File: config.mk
export PLATFORM = sky130hd
export DESIGN_NAME = imem_boot_loader_flat
export DESIGN_NICKNAME = d
export VERILOG_FILES = /design/src/rtl/imem_boot_loader_pkg.sv /design/src/rtl/imem_boot_loader_if.sv /design/src/rtl/imem_boot_loader.sv /design/src/flat_wrapper.sv
export SDC_FILE = /design/constraint.sdc
export NUM_CORES = 1
export LEC_CHECK = 0
export CORE_MARGIN = 8
export CORE_UTILIZATION = 57
export DETAILED_ROUTE_END_ITERATION = 8
export GPL_ROUTABILITY_DRIVEN = 0
export HOLD_SLACK_MARGIN = 0.06
export PLACE_DENSITY = 0.88
export SYNTH_ARGS = -nofsm -noshare
export SYNTH_HDL_FRONTEND = slang
export SYNTH_SLANG_ARGS = --single-unit
File: constraint.sdc
create_clock -name clk -period 2.4 [get_ports clk]
set_input_delay 0.72 -clock clk [delete_from_list [all_inputs] [get_ports clk]]
set_output_delay 0.72 -clock clk [all_outputs]
set_load 0.05 [all_outputs]
File: src/rtl/imem_boot_loader_pkg.sv
// Shared types and constants for the instruction-memory boot loader.
// The optional checksum stage is enabled by defining IMEM_LOADER_CHECKSUM_EN.
package imem_loader_pkg;

    typedef enum logic [2:0] {
        S_LEN_LO,
        S_LEN_HI,
        S_LOAD,
        S_CHECK,
        S_DONE,
        S_ERROR
    } state_t;

    // The length prefix is a little-endian byte count of this many bytes.
    localparam int LEN_BYTES  = 2;
    localparam int LEN_WIDTH  = LEN_BYTES * 8;
    localparam int CSUM_WIDTH = 8;

endpackage

File: src/rtl/imem_boot_loader_if.sv
// Byte-stream input handshake and instruction-memory write port of the boot loader.
// The master side is the host byte source/memory observer, the slave side is the loader.
interface imem_boot_loader_if #(
    parameter int ADDRESS_WIDTH = 8,
    parameter int DATA_WIDTH    = 8
);

    logic                     in_valid;
    logic [7:0]               in_data;
    logic                     in_ready;
    logic                     wr_en;
    logic [ADDRESS_WIDTH-1:0] wr_addr;
    logic [DATA_WIDTH-1:0]    wr_data;

    modport master (
        output in_valid,
        output in_data,
        input  in_ready,
        input  wr_en,
        input  wr_addr,
        input  wr_data
    );

    modport slave (
        input  in_valid,
        input  in_data,
        output in_ready,
        output wr_en,
        output wr_addr,
        output wr_data
    );

endinterface

File: src/rtl/imem_boot_loader.sv
// Boot loader: receives LEN_LO, LEN_HI, then N payload bytes and writes them to
// instruction memory from address 0, holding the CPU in reset until the load completes.
// Defining IMEM_LOADER_CHECKSUM_EN adds a trailing modulo-256 checksum byte and a CHECK state.
module imem_boot_loader
    import imem_loader_pkg::*;
#(
    parameter int ADDRESS_WIDTH = 8,
    parameter int DATA_WIDTH    = 8
) (
    input  logic              clk,
    input  logic              rst,
    imem_boot_loader_if.slave bus,
    input  logic              reload,
    output logic              cpu_hold,
    output logic              done,
    output logic              error
);

    localparam int unsigned CAPACITY = 2 ** ADDRESS_WIDTH;

    state_t               state;
    state_t               next_state;
    logic                 ready_en;
    logic                 in_ready;
    logic                 xfer;
    logic [7:0]           len_lo;
    logic [LEN_WIDTH-1:0] len;
    logic [LEN_WIDTH-1:0] len_now;
    logic [LEN_WIDTH-1:0] cnt;
    state_t               after_load;

`ifdef IMEM_LOADER_CHECKSUM_EN
    logic [CSUM_WIDTH-1:0] csum;
    assign after_load = S_CHECK;
`else
    assign after_load = S_DONE;
`endif

    // ready_en keeps in_ready low while reset is held and for the first cycle after it.
    assign in_ready     = ready_en && (state != S_DONE) && (state != S_ERROR);
    assign bus.in_ready = in_ready;
    assign xfer         = bus.in_valid && in_ready;
    assign len_now      = {bus.in_data, len_lo};
    assign done         = (state == S_DONE);
    assign error        = (state == S_ERROR);

    // State register.
    always_ff @(posedge clk or posedge rst) begin
        if (rst) begin
            state <= S_LEN_LO;
        end else begin
            state <= next_state;
        end
    end

    // Next-state logic: one byte consumed per transfer; reload only leaves DONE/ERROR.
    always_comb begin
        next_state = state;
        case (state)
            S_LEN_LO: begin
                if (xfer) begin
                    next_state = S_LEN_HI;
                end
            end
            S_LEN_HI: begin
                if (xfer) begin
                    if (len_now == '0) begin
                        next_state = after_load;
                    end else if (32'(len_now) > CAPACITY) begin
                        next_state = S_ERROR;
                    end else begin
                        next_state = S_LOAD;
                    end
                end
            end
            S_LOAD: begin
                if (xfer && (cnt == len - 1'b1)) begin
                    next_state = after_load;
                end
            end
`ifdef IMEM_LOADER_CHECKSUM_EN
            S_CHECK: begin
                if (xfer) begin
                    next_state = (bus.in_data == csum) ? S_DONE : S_ERROR;
                end
            end
`endif
            S_DONE, S_ERROR: begin
                if (reload) begin
                    next_state = S_LEN_LO;
                end
            end
            default: next_state = S_LEN_LO;
        endcase
    end

    // Length capture, byte counter and the registered memory write (one cycle after acceptance).
    always_ff @(posedge clk or posedge rst) begin
        if (rst) begin
            ready_en    <= 1'b0;
            len_lo      <= '0;
            len         <= '0;
            cnt         <= '0;
            bus.wr_en   <= 1'b0;
            bus.wr_addr <= '0;
            bus.wr_data <= '0;
        end else begin
            ready_en  <= 1'b1;
            bus.wr_en <= 1'b0;
            if (xfer) begin
                case (state)
                    S_LEN_LO: len_lo <= bus.in_data;
                    S_LEN_HI: begin
                        len <= len_now;
                        cnt <= '0;
                    end
                    S_LOAD: begin
                        bus.wr_en   <= 1'b1;
                        bus.wr_addr <= cnt[ADDRESS_WIDTH-1:0];
                        bus.wr_data <= DATA_WIDTH'(bus.in_data);
                        cnt         <= cnt + 1'b1;
                    end
                    default: ;
                endcase
            end
        end
    end

    // CPU is released one cycle after DONE is entered, and re-held on the reload edge.
    always_ff @(posedge clk or posedge rst) begin
        if (rst) begin
            cpu_hold <= 1'b1;
        end else begin
            cpu_hold <= !((state == S_DONE) && !reload);
        end
    end

`ifdef IMEM_LOADER_CHECKSUM_EN
    // Running modulo-256 sum of payload bytes, restarted when the length is taken.
    always_ff @(posedge clk or posedge rst) begin
        if (rst) begin
            csum <= '0;
        end else if (xfer && (state == S_LEN_HI)) begin
            csum <= '0;
        end else if (xfer && (state == S_LOAD)) begin
            csum <= csum + bus.in_data;
        end
    end
`endif

endmodule
File: src/flat_wrapper.sv
// flat-port wrapper written by rule: the top's interface ports become plain ports
module imem_boot_loader_flat import imem_loader_pkg::*;
#(
    parameter int ADDRESS_WIDTH = 8,
    parameter int DATA_WIDTH    = 8
)
  (clk, rst, reload, cpu_hold, done, error, bus_in_valid, bus_in_data, bus_in_ready, bus_wr_en, bus_wr_addr, bus_wr_data);
  imem_boot_loader_if #(.ADDRESS_WIDTH(ADDRESS_WIDTH), .DATA_WIDTH(DATA_WIDTH)) bus_i ();
  input  logic clk;
  input  logic rst;
  input  logic reload;
  output logic cpu_hold;
  output logic done;
  output logic error;
  input wire logic [$bits(bus_i.in_valid)-1:0] bus_in_valid;
  input wire logic [$bits(bus_i.in_data)-1:0] bus_in_data;
  output wire logic [$bits(bus_i.in_ready)-1:0] bus_in_ready;
  output wire logic [$bits(bus_i.wr_en)-1:0] bus_wr_en;
  output wire logic [$bits(bus_i.wr_addr)-1:0] bus_wr_addr;
  output wire logic [$bits(bus_i.wr_data)-1:0] bus_wr_data;
  assign bus_i.in_valid = bus_in_valid;
  assign bus_i.in_data = bus_in_data;
  assign bus_in_ready = bus_i.in_ready;
  assign bus_wr_en = bus_i.wr_en;
  assign bus_wr_addr = bus_i.wr_addr;
  assign bus_wr_data = bus_i.wr_data;
  imem_boot_loader #(.ADDRESS_WIDTH(ADDRESS_WIDTH), .DATA_WIDTH(DATA_WIDTH)) u_core (.clk(clk), .rst(rst), .bus(bus_i), .reload(reload), .cpu_hold(cpu_hold), .done(done), .error(error));
endmodule
==> results_dict.tcl, run 1 <==
set metrics [dict create \
    drcViolationCount 0 \
    core_um2 5473 \
    die_area_um2 8276 \
    start_util_pct 58.55 \
    cts.path.max_buffers 2 \
    dp_hpwl_mm 5.509 \
    n_antenna_cell 0 \
    p_total_mw 3.775 \
    die_h_um 90.98 \
    drtIter0Drc 338 \
    grtUsageMet1_pct 22.77 \
    synth-main-ff-cell "dfrtp_1" \
    grt_overflow 0 \
    drive_above_1_share_pct 18.93 \
    grt_pass1_vias 2778 \
    clockRootBuffer "clkbuf_8" \
    synthTopCellsByArea "dfrtp_1 48%, mux2_2 8.4%, nand2_1 8.0%, xnor2_1 3.0%, xor2_1 2.5%" \
    clkPwrFrac_pct 22.8 \
    hp-class "reg -> reg" \
    p_leak_nw 1.756 \
    clock-sinks 62 \
    port_buffers 32 \
    holdWs_ps 502.3 \
    synth_seq_cells 62 \
    num_io_pins 33 \
    fin_skew_ps 8.310 \
    busiest_layer "met2" \
    vdd_drop_max_uv 650.9 \
    p_seq_share_pct 40.9 \
    drtAntennaViolNets 0 \
    dp_cells 429 \
    endpoint_kind "flop" \
    fin_crit_sh_pct 95.20 \
    cts_buffers 9 \
    maxSlewViolCount 0 \
    cp-start-kind "flop" \
    power_frac_comb_pct 36.4 \
    synth_top_area_share_pct 47.64 \
    fin_nets 384 \
    drv_cap 0 \
    yosysTopAreaCell "dfrtp_1" \
    p_switching_mw 1.449 \
    areaGrowthSynthToFinish_pct 22.73 \
    worst-endpoint-required_ps 2640 \
    tightestPinTransition_ps 506.5 \
    setup_viol 0 \
    tritoncts "yes" \
    clk_pin_slew_ps 70 \
    first_pass_iters 7 \
    grtUsageMet3_pct 4.198 \
    sw_frac_of_total_pct 38.40 \
    rows 27 \
    grtUsageMet2_pct 32.77 \
    grt_pass1_wl_mm 13.10 \
    avgSynthCellArea_um2 9.890 \
    max_freq_mhz 437.7 \
    synthesis.area_um2 3204 \
    grt_max_degree 63 \
    fillers 388 \
    clkLatencyLatePin_ps 360 \
    rsz0062_at_grt "false" \
    hold_viol 0 \
    synth_nets 338 \
    async_flop_share_pct 100.0 \
    relSlewSlack_pct 66.13 \
    critPathKind "reg -> reg" \
    ys_types 53 \
    grt.total_usage_pct 19.71 \
    status "complete, no violations" \
    wire_per_inst_um 17.48 \
    crit_fanout 8 \
    synth_edf_count 0 \
    synth.most_common_cell "nand2_1" \
    htree_levels 3 \
    via_per_inst 6.199 \
    routed_wl_mm 7.815 \
    powerDensity_nw_per_um2 959.9 \
    yosys_warnings 0 \
    antenna_found_initial 0 \
    num_vias 2771 \
    period_needed_ps 2285 \
    synthCells 324 \
    synth_common_cells "68 x nand2_1, 61 x dfrtp_1, 24 x mux2_2" \
    stdcell_count 447 \
    seq_area_frac_synth_pct 48.46 \
    internal_power_mw 2.325 \
    dieWidth_um 90.98 \
    arrival_ps 2530 \
]
cell usage in the layout, fill, tap and decap left out, types with 5 or more instances in the layout:
cell | Yosys | routed
nand3_1 | 13 | 13
dfrtp_1 | 61 | 61
clkbuf_8 | 0 | 11
xnor2_1 | 11 | 11
nand2_1 | 68 | 68
buf_4 | 1 | 17
a21oi_1 | 8 | 8
inv_1 | 6 | 5
nand4_1 | 12 | 12
clkdlybuf4s50_1 | 0 | 28
mux2i_1 | 6 | 6
nor2_1 | 15 | 15
buf_12 | 0 | 5
mux2_2 | 24 | 24
nor3_1 | 5 | 5
o21ai_0 | 7 | 7
xor2_1 | 9 | 9
o21ai_1 | 5 | 5
nor4_1 | 8 | 8
final timing paths:
| kind | startpoint | end | slack [ps] | cells after the start |
|---|---|---|---|---|
| setup / recovery | u_core.len[0] | u_core.state[1] | 120 | 8 |
| hold / removal | u_core.len_lo[7] | u_core.len[7] | 500 | 2 |
| setup reg to reg | u_core.len[0] | u_core.state[1] | 120 | 8 |
| hold reg to reg | u_core.len_lo[7] | u_core.len[7] | 500 | 2 |
| max in group asynchronous | rst | u_core.cpu_hold | 1360 | 3 |
| min in group asynchronous | rst | u_core.cnt[9] | 740 | 3 |
through the flow:
stage	instance area, um2	util [%]	worst slack, ps	setup TNS [ps]
floorplan	3204	-	140.3	0
global placement	3724	68.04	13.08	0
detailed placement	3724	68.04	-80.54	-633.5
CTS	3910	71.44	64.60	0
global route	3933	71.86	12.55	0
finish	3933	71.86	115.3	0
flip-flops by register name, summed over array words and instances (netlist names):
| signal | count |
|---|---|
| u_core.state | 3 |
| u_core.bus.wr_addr | 8 |
| u_core.bus.wr_data | 8 |
| u_core.ready_en | 1 |
| u_core.cnt | 16 |
| u_core.len_lo | 8 |
| u_core.bus.wr_en | 1 |
| u_core.cpu_hold | 1 |
| u_core.len | 16 |
power by group through the flow:
| stage | clock network, mW | logic, mW | registers, mW |
|---|---|---|---|
| final | 0.859 | 1.37 | 1.54 |
| after global routing | 0.907 | 1.50 | 1.56 |
| after CTS | 0.871 | 1.31 | 1.53 |
| after detailed placement | 0 | 1.29 | 1.55 |
| after global placement | 0 | 1.23 | 1.53 |
| after floorplan | 0 | 0.920 | 1.49 |
routing by layer:
layer	share of wire, %	routed length [um]
met1	39	3085
met3	7.2	565
met4	3.7	293
met5	0	0
met2	50	3871
worst max-delay path, stage by stage (launching register included):
cell,delay [ps]
dfrtp_1,420
inv_1,100
ha_2,300
buf_4,170
a21oi_1,60
or4b_1,480
a32oi_1,280
nand4_1,160
a22o_1,210
timing repair:
action | 4_1_cts | 5_1_grt
setup buffers | 0 | 2
hold buffers | 0 | 0
resized for setup | 0 | 2
endpoints found under the setup margin | 0 | 2
layout make-up:
| class | count | area, um2 | share of cell area, % |
|---|---|---|---|
| multi-input combinational | 241 | 1573 | 39.99 |
| sequential | 62 | 1553 | 39.48 |
| clock inverter | 4 | 31.28 | 0.7954 |
| inverter | 6 | 22.52 | 0.5727 |
| tap | 72 | 90.09 | 2.291 |
| timing repair buffer | 50 | 508.0 | 12.92 |
| clock buffer | 12 | 155.1 | 3.945 |
cell families after synthesis:
family,synth area share (%)
adder cells (fa/ha/maj),0.7808
flip-flops,48.46
other,0.1170
AND/OR/NAND/NOR,23.39
AO/OA/AOI/OAI,8.786
XOR/XNOR,5.467
multiplexers,10.31
buffers and inverters,2.694
No activity file was read; power rests on OpenSTA's default activity.
==> run 2, diff against run 1 <==
CORE_UTILIZATION = 30   (was 57)
PLACE_DENSITY = 0.5   (was 0.88)
==> run 2 against run 1 <==
Core utilization down 32 points; sequential share of layout area fell by 1.7 points; sequential power barely moved; first-iteration DRC count decreased by 60%; count of clock-buffer cells in the layout grew 1.
==> results_dict.tcl, run 2 (synthesis results as in run 1) <==
set metrics [dict create \
    critical_path_depth 1 \
    start_util_pct 30.90 \
    clkLatencyLatePin_ps 340 \
    cp_cell_sequence "clkdlybuf4s50_1" \
    postCtsSetupBuffers 0 \
    fillers 1084 \
    clockRootBuffer "clkbuf_8" \
    grt_pass1_wl_mm 14.08 \
    stdcell_count 521 \
    endpoint_kind "primary output" \
    tritoncts "yes" \
    critPathKind "reg -> out" \
    critPathMaxStageDelay_ps 810 \
    areaGrowthSynthToFinish_pct 28.31 \
    vdd_drop_max_uv 473.6 \
    hp-class "reg -> reg" \
    reg2reg_depth 7 \
    die_h_um 119.4 \
    slowest_stage "clkdlybuf4s50_1" \
    layout_setup_ws_ps 179.6 \
    worstPathBufferInverterCount 1 \
    fin_skew_ps 4.592 \
    maxSlewViolCount 0 \
    final_core_util_pct 39.65 \
    max_freq_mhz 450.4 \
    cts_resized 0 \
    powerDensity_nw_per_um2 945.3 \
    antenna_found_initial 0 \
    holdWs_ps 506.7 \
    crit_fanout 2 \
    relSlewSlack_pct 66.11 \
    largestRegisters "u_core.cnt (16), u_core.len (16)" \
    hold_path_depth 1 \
    n_antenna_cell 0 \
    die_area_um2 14240 \
    p_leak_nw 1.820 \
    drtAntennaViolNets 0 \
    hold_viol 0 \
    port_buffers 32 \
    clock-sinks 62 \
    final_cell_mix "68 x nand2_1, 61 x dfrtp_1, 28 x clkdlybuf4s50_1" \
    cp-start-kind "flop" \
    grt_pass1_vias 2741 \
    drtIter0Drc 134 \
    grt_max_degree 63 \
    via_per_inst 4.942 \
    final_area_um2 4111 \
    status "complete, no violations" \
    num_vias 2575 \
    dpl_cell_area_um2 3896 \
    dp_hpwl_mm 6.048 \
    ctsHoldBuffers 0 \
    setup_viol 0 \
    cts.path.max_buffers 2 \
    first_pass_iters 4 \
    dieWidth_um 119.4 \
    wire_per_inst_um 15.72 \
    rsz0062_at_grt "false" \
    htree_levels 3 \
    mostFrequentLayoutCell "nand2_1" \
    worst-endpoint-required_ps 1680 \
    critical-path-top-delay-family "buffers and inverters" \
    rows 37 \
    grt_overflow 0 \
    core_um2 10370 \
    ff2ff_setup_slack_ps 190 \
    clk_pin_slew_ps 70 \
    tightestPinTransition_ps 506.7 \
    drv_cap 0 \
    fin_nets 394 \
    drive_above_1_share_pct 21.30 \
    grt.total_usage_pct 12.23 \
    period_needed_ps 2220 \
    fin_crit_sh_pct 92.52 \
    pre_cts_ws_ps -92.05 \
    routed_wl_mm 8.188 \
    cts_buffers 9 \
    num_io_pins 33 \
    arrival_ps 1500 \
    drcViolationCount 0 \
    dp_cells 505 \
]
-- run 2: cell count changes in the layout (fill, tap and decap cells not counted), sizes merged --
cell      delta
buf         +10
clkinvlp     -2
bufinv       +1
clkbuf       +1
-- run 2: metal layers --
layer	routed length, um	part of all wire [%]	track usage, %	vias up
met4	202	2.5	5.855	0
met5	0	0	0	-
met2	4019	49	20.13	47
met3	293	3.6	3.118	16
met1	3672	45	14.66	1247
li1	-	-	-	1265
-- run 2: report_power, final --
part	leakage, nW	internal, mW	switching [mW]
Sequential	0.814	1.26	0.268
Combinational	0.907	0.683	0.726
Clock	0.0996	0.536	0.409
-- run 2: final timing paths --
kind                                  startpoint                    end
max reg2reg                        u_core.len[2]        u_core.state[1]
min                        u_core.bus.wr_addr[2]  u_core.bus.wr_addr[2]
max in group asynchronous                    rst        u_core.cpu_hold
min reg2reg                u_core.bus.wr_addr[2]  u_core.bus.wr_addr[2]
min in group asynchronous                    rst  u_core.bus.wr_data[6]
max                        u_core.bus.wr_addr[5]         bus_wr_addr[5]
-- run 2: final cells by class --
| type | count | area, um2 | share of cell area, % |
|---|---|---|---|
| timing repair buffer | 60 | 583.1 | 14.18 |
| clock inverter | 3 | 42.54 | 1.035 |
| tap | 136 | 170.2 | 4.139 |
| clock buffer | 13 | 158.9 | 3.865 |
| sequential | 62 | 1553 | 37.77 |
| inverter | 6 | 22.52 | 0.5478 |
| multi-input combinational | 241 | 1582 | 38.47 |
-- run 2: per-stage QoR --
stage          total power [mW]  setup TNS (ps)
2_1_floorplan             2.411               0
3_3_place_gp              2.915          -328.5
3_5_place_dp              2.940          -551.0
4_1_cts                   3.907               0
5_1_grt                   4.165               0
6_report                  3.886               0
==> run 3, diff against run 2 <==
CORE_UTILIZATION = 55   (was 30)
PLACE_DENSITY = 0.8   (was 0.5)
==> run 3 against run 2 <==
Combinational power decreased by 4%; critical path depth did not move; routed wire length down 4.6%; maximum frequency decreased by 1.4%; non-clock buffer count is 10 lower; via count is 4.3% higher; flip-flop and latch count unchanged; global-route usage is 7.2 points higher; sequential share of layout area is 1.0 points higher; die area fell by 40%; clock power up 19%.
==> results_dict.tcl, run 3 (synthesis results as in run 1) <==
set metrics [dict create \
    clock-sinks 62 \
    areaGrowthSynthToFinish_pct 24.99 \
    reg2reg_depth 8 \
    num_io_pins 33 \
    r2r_end "u_core.state[1]" \
    critPathKind "reg -> out" \
    vdd_drop_max_uv 846.6 \
    start_util_pct 55.43 \
    n_antenna_cell 0 \
    num_vias 2686 \
    hold_path_depth 1 \
    fin_skew_ps 8.094 \
    clkLatencyLatePin_ps 340 \
    dp_cells 433 \
    status "complete, no violations" \
    dp_hpwl_mm 5.430 \
    antenna_found_initial 0 \
    drive_above_1_share_pct 19.73 \
    endpoint_kind "primary output" \
    wire_per_inst_um 17.35 \
    cp-start-kind "flop" \
    die_h_um 92.33 \
    mostFrequentLayoutCell "nand2_1" \
    grt_pass1_vias 2628 \
    critical-path-top-delay-family "buffers and inverters" \
    fin_nets 384 \
    critPathMaxStageDelay_ps 830 \
    clockRootBuffer "clkbuf_8" \
    die_area_um2 8525 \
    worstPathBufferInverterCount 1 \
    p_total_mw 4.003 \
    core_um2 5781 \
    port_buffers 32 \
    hold_end "u_core.bus.wr_data[0]" \
    clk_pin_slew_ps 60 \
    final_cell_mix "68 x nand2_1, 61 x dfrtp_1, 28 x clkdlybuf4s50_1" \
    via_per_inst 5.969 \
    r2r_start "u_core.len[0]" \
    arrival_ps 1530 \
    hp-class "reg -> reg" \
    tightestPinTransition_ps 524.8 \
    cts.path.max_buffers 2 \
    p_leak_nw 1.798 \
    setup_viol 0 \
    final_core_util_pct 69.29 \
    cp_cell_sequence "clkdlybuf4s50_1" \
    rsz0062_at_grt "false" \
    first_pass_iters 5 \
    max_freq_mhz 444.0 \
    drtAntennaViolNets 0 \
    grt_pass1_wl_mm 13.12 \
    slowest_stage "clkdlybuf4s50_1" \
    worst-endpoint-required_ps 1680 \
    rows 28 \
    stdcell_count 450 \
    crit_fanout 2 \
    largestRegisters "u_core.cnt (16), u_core.len (16)" \
    period_needed_ps 2252 \
    fin_crit_sh_pct 93.84 \
    grt_max_degree 63 \
    tritoncts "yes" \
    hold_viol 0 \
    drv_cap 0 \
    holdWs_ps 507.0 \
    drcViolationCount 0 \
    grt_overflow 0 \
    routed_wl_mm 7.809 \
    powerDensity_nw_per_um2 999.5 \
    hold_path_startpoint "u_core.bus.wr_data[0]" \
    dieWidth_um 92.33 \
    htree_levels 3 \
    grt.total_usage_pct 19.41 \
    cts_buffers 9 \
    drtIter0Drc 237 \
    setup_tns_ps 0 \
    maxSlewViolCount 0 \
    relSlewSlack_pct 64.90 \
    ff2ff_setup_slack_ps 180 \
]
run 3: cell types whose count changed in the layout (fill, tap and decap cells not counted):
| cell | before | now |
|---|---|---|
| bufinv_16 | 1 | 3 |
| clkbuf_8 | 11 | 10 |
| clkbuf_1 | 2 | 0 |
| clkinv_2 | 1 | 2 |
| clkinv_4 | 0 | 1 |
| clkinvlp_4 | 1 | 0 |
| buf_4 | 27 | 17 |
run 3: how the worst max path moves through the flow:
stage / slack [ps] / from / cells past startpoint / to
6_report: 150 / u_core.bus.wr_addr[1] / 1 / bus_wr_addr[1]
5_1_grt: 40 / u_core.len[0] / 8 / u_core.state[1]
4_1_cts: 60 / u_core.len[0] / 8 / u_core.state[1]
3_5_place_dp: -70 / bus_in_valid / 7 / u_core.state[1]
3_3_place_gp: -90 / bus_in_valid / 7 / u_core.state[1]
2_1_floorplan: 140 / rst / 1 / u_core.bus.wr_addr[0]
run 3: through the flow:
stage | setup WS, ps | instance area (um2)
global route | 43.66 | 4005
CTS | 64.74 | 3986
global placement | -86.04 | 3737
detailed placement | -74.51 | 3737
floorplan | 140.3 | 3204
finish | 147.8 | 4005
run 3: what timing repair did:
item                       in CTS  in global routing
setup endpoints to repair       1                  2
gates cloned                    0                  0
pin swaps                       0                  1
hold buffers                    0                  0
buffers inserted                0                  1
resized for setup               1                  2
run 3: layer usage:
layer / vias to the layer above / wire length (um) / GRT usage, %
met5: - / 0 / 0
met4: 0 / 160 / 8.188
met3: 19 / 449 / 5.340
met2: 91 / 3805 / 30.75
met1: 1316 / 3394 / 24.46
li1: 1260 / - / -
run 3: area by class of cell:
class | count | area (um2)
Tap cell | 75 | 93.84
Clock buffer | 10 | 137.6
Multi-Input combinational cell | 241 | 1582
Inverter | 6 | 22.52
Timing Repair Buffer | 50 | 508.0
Sequential cell | 62 | 1553
Clock inverter | 6 | 108.9
Fill cell | 415 | 1775
run 3: where the power goes:
part / leakage, nW / internal [mW] / switching [mW] / total, mW
clock: 0.126 / 0.716 / 0.400 / 1.12
sequential: 0.814 / 1.26 / 0.271 / 1.54
combinational: 0.858 / 0.632 / 0.720 / 1.35
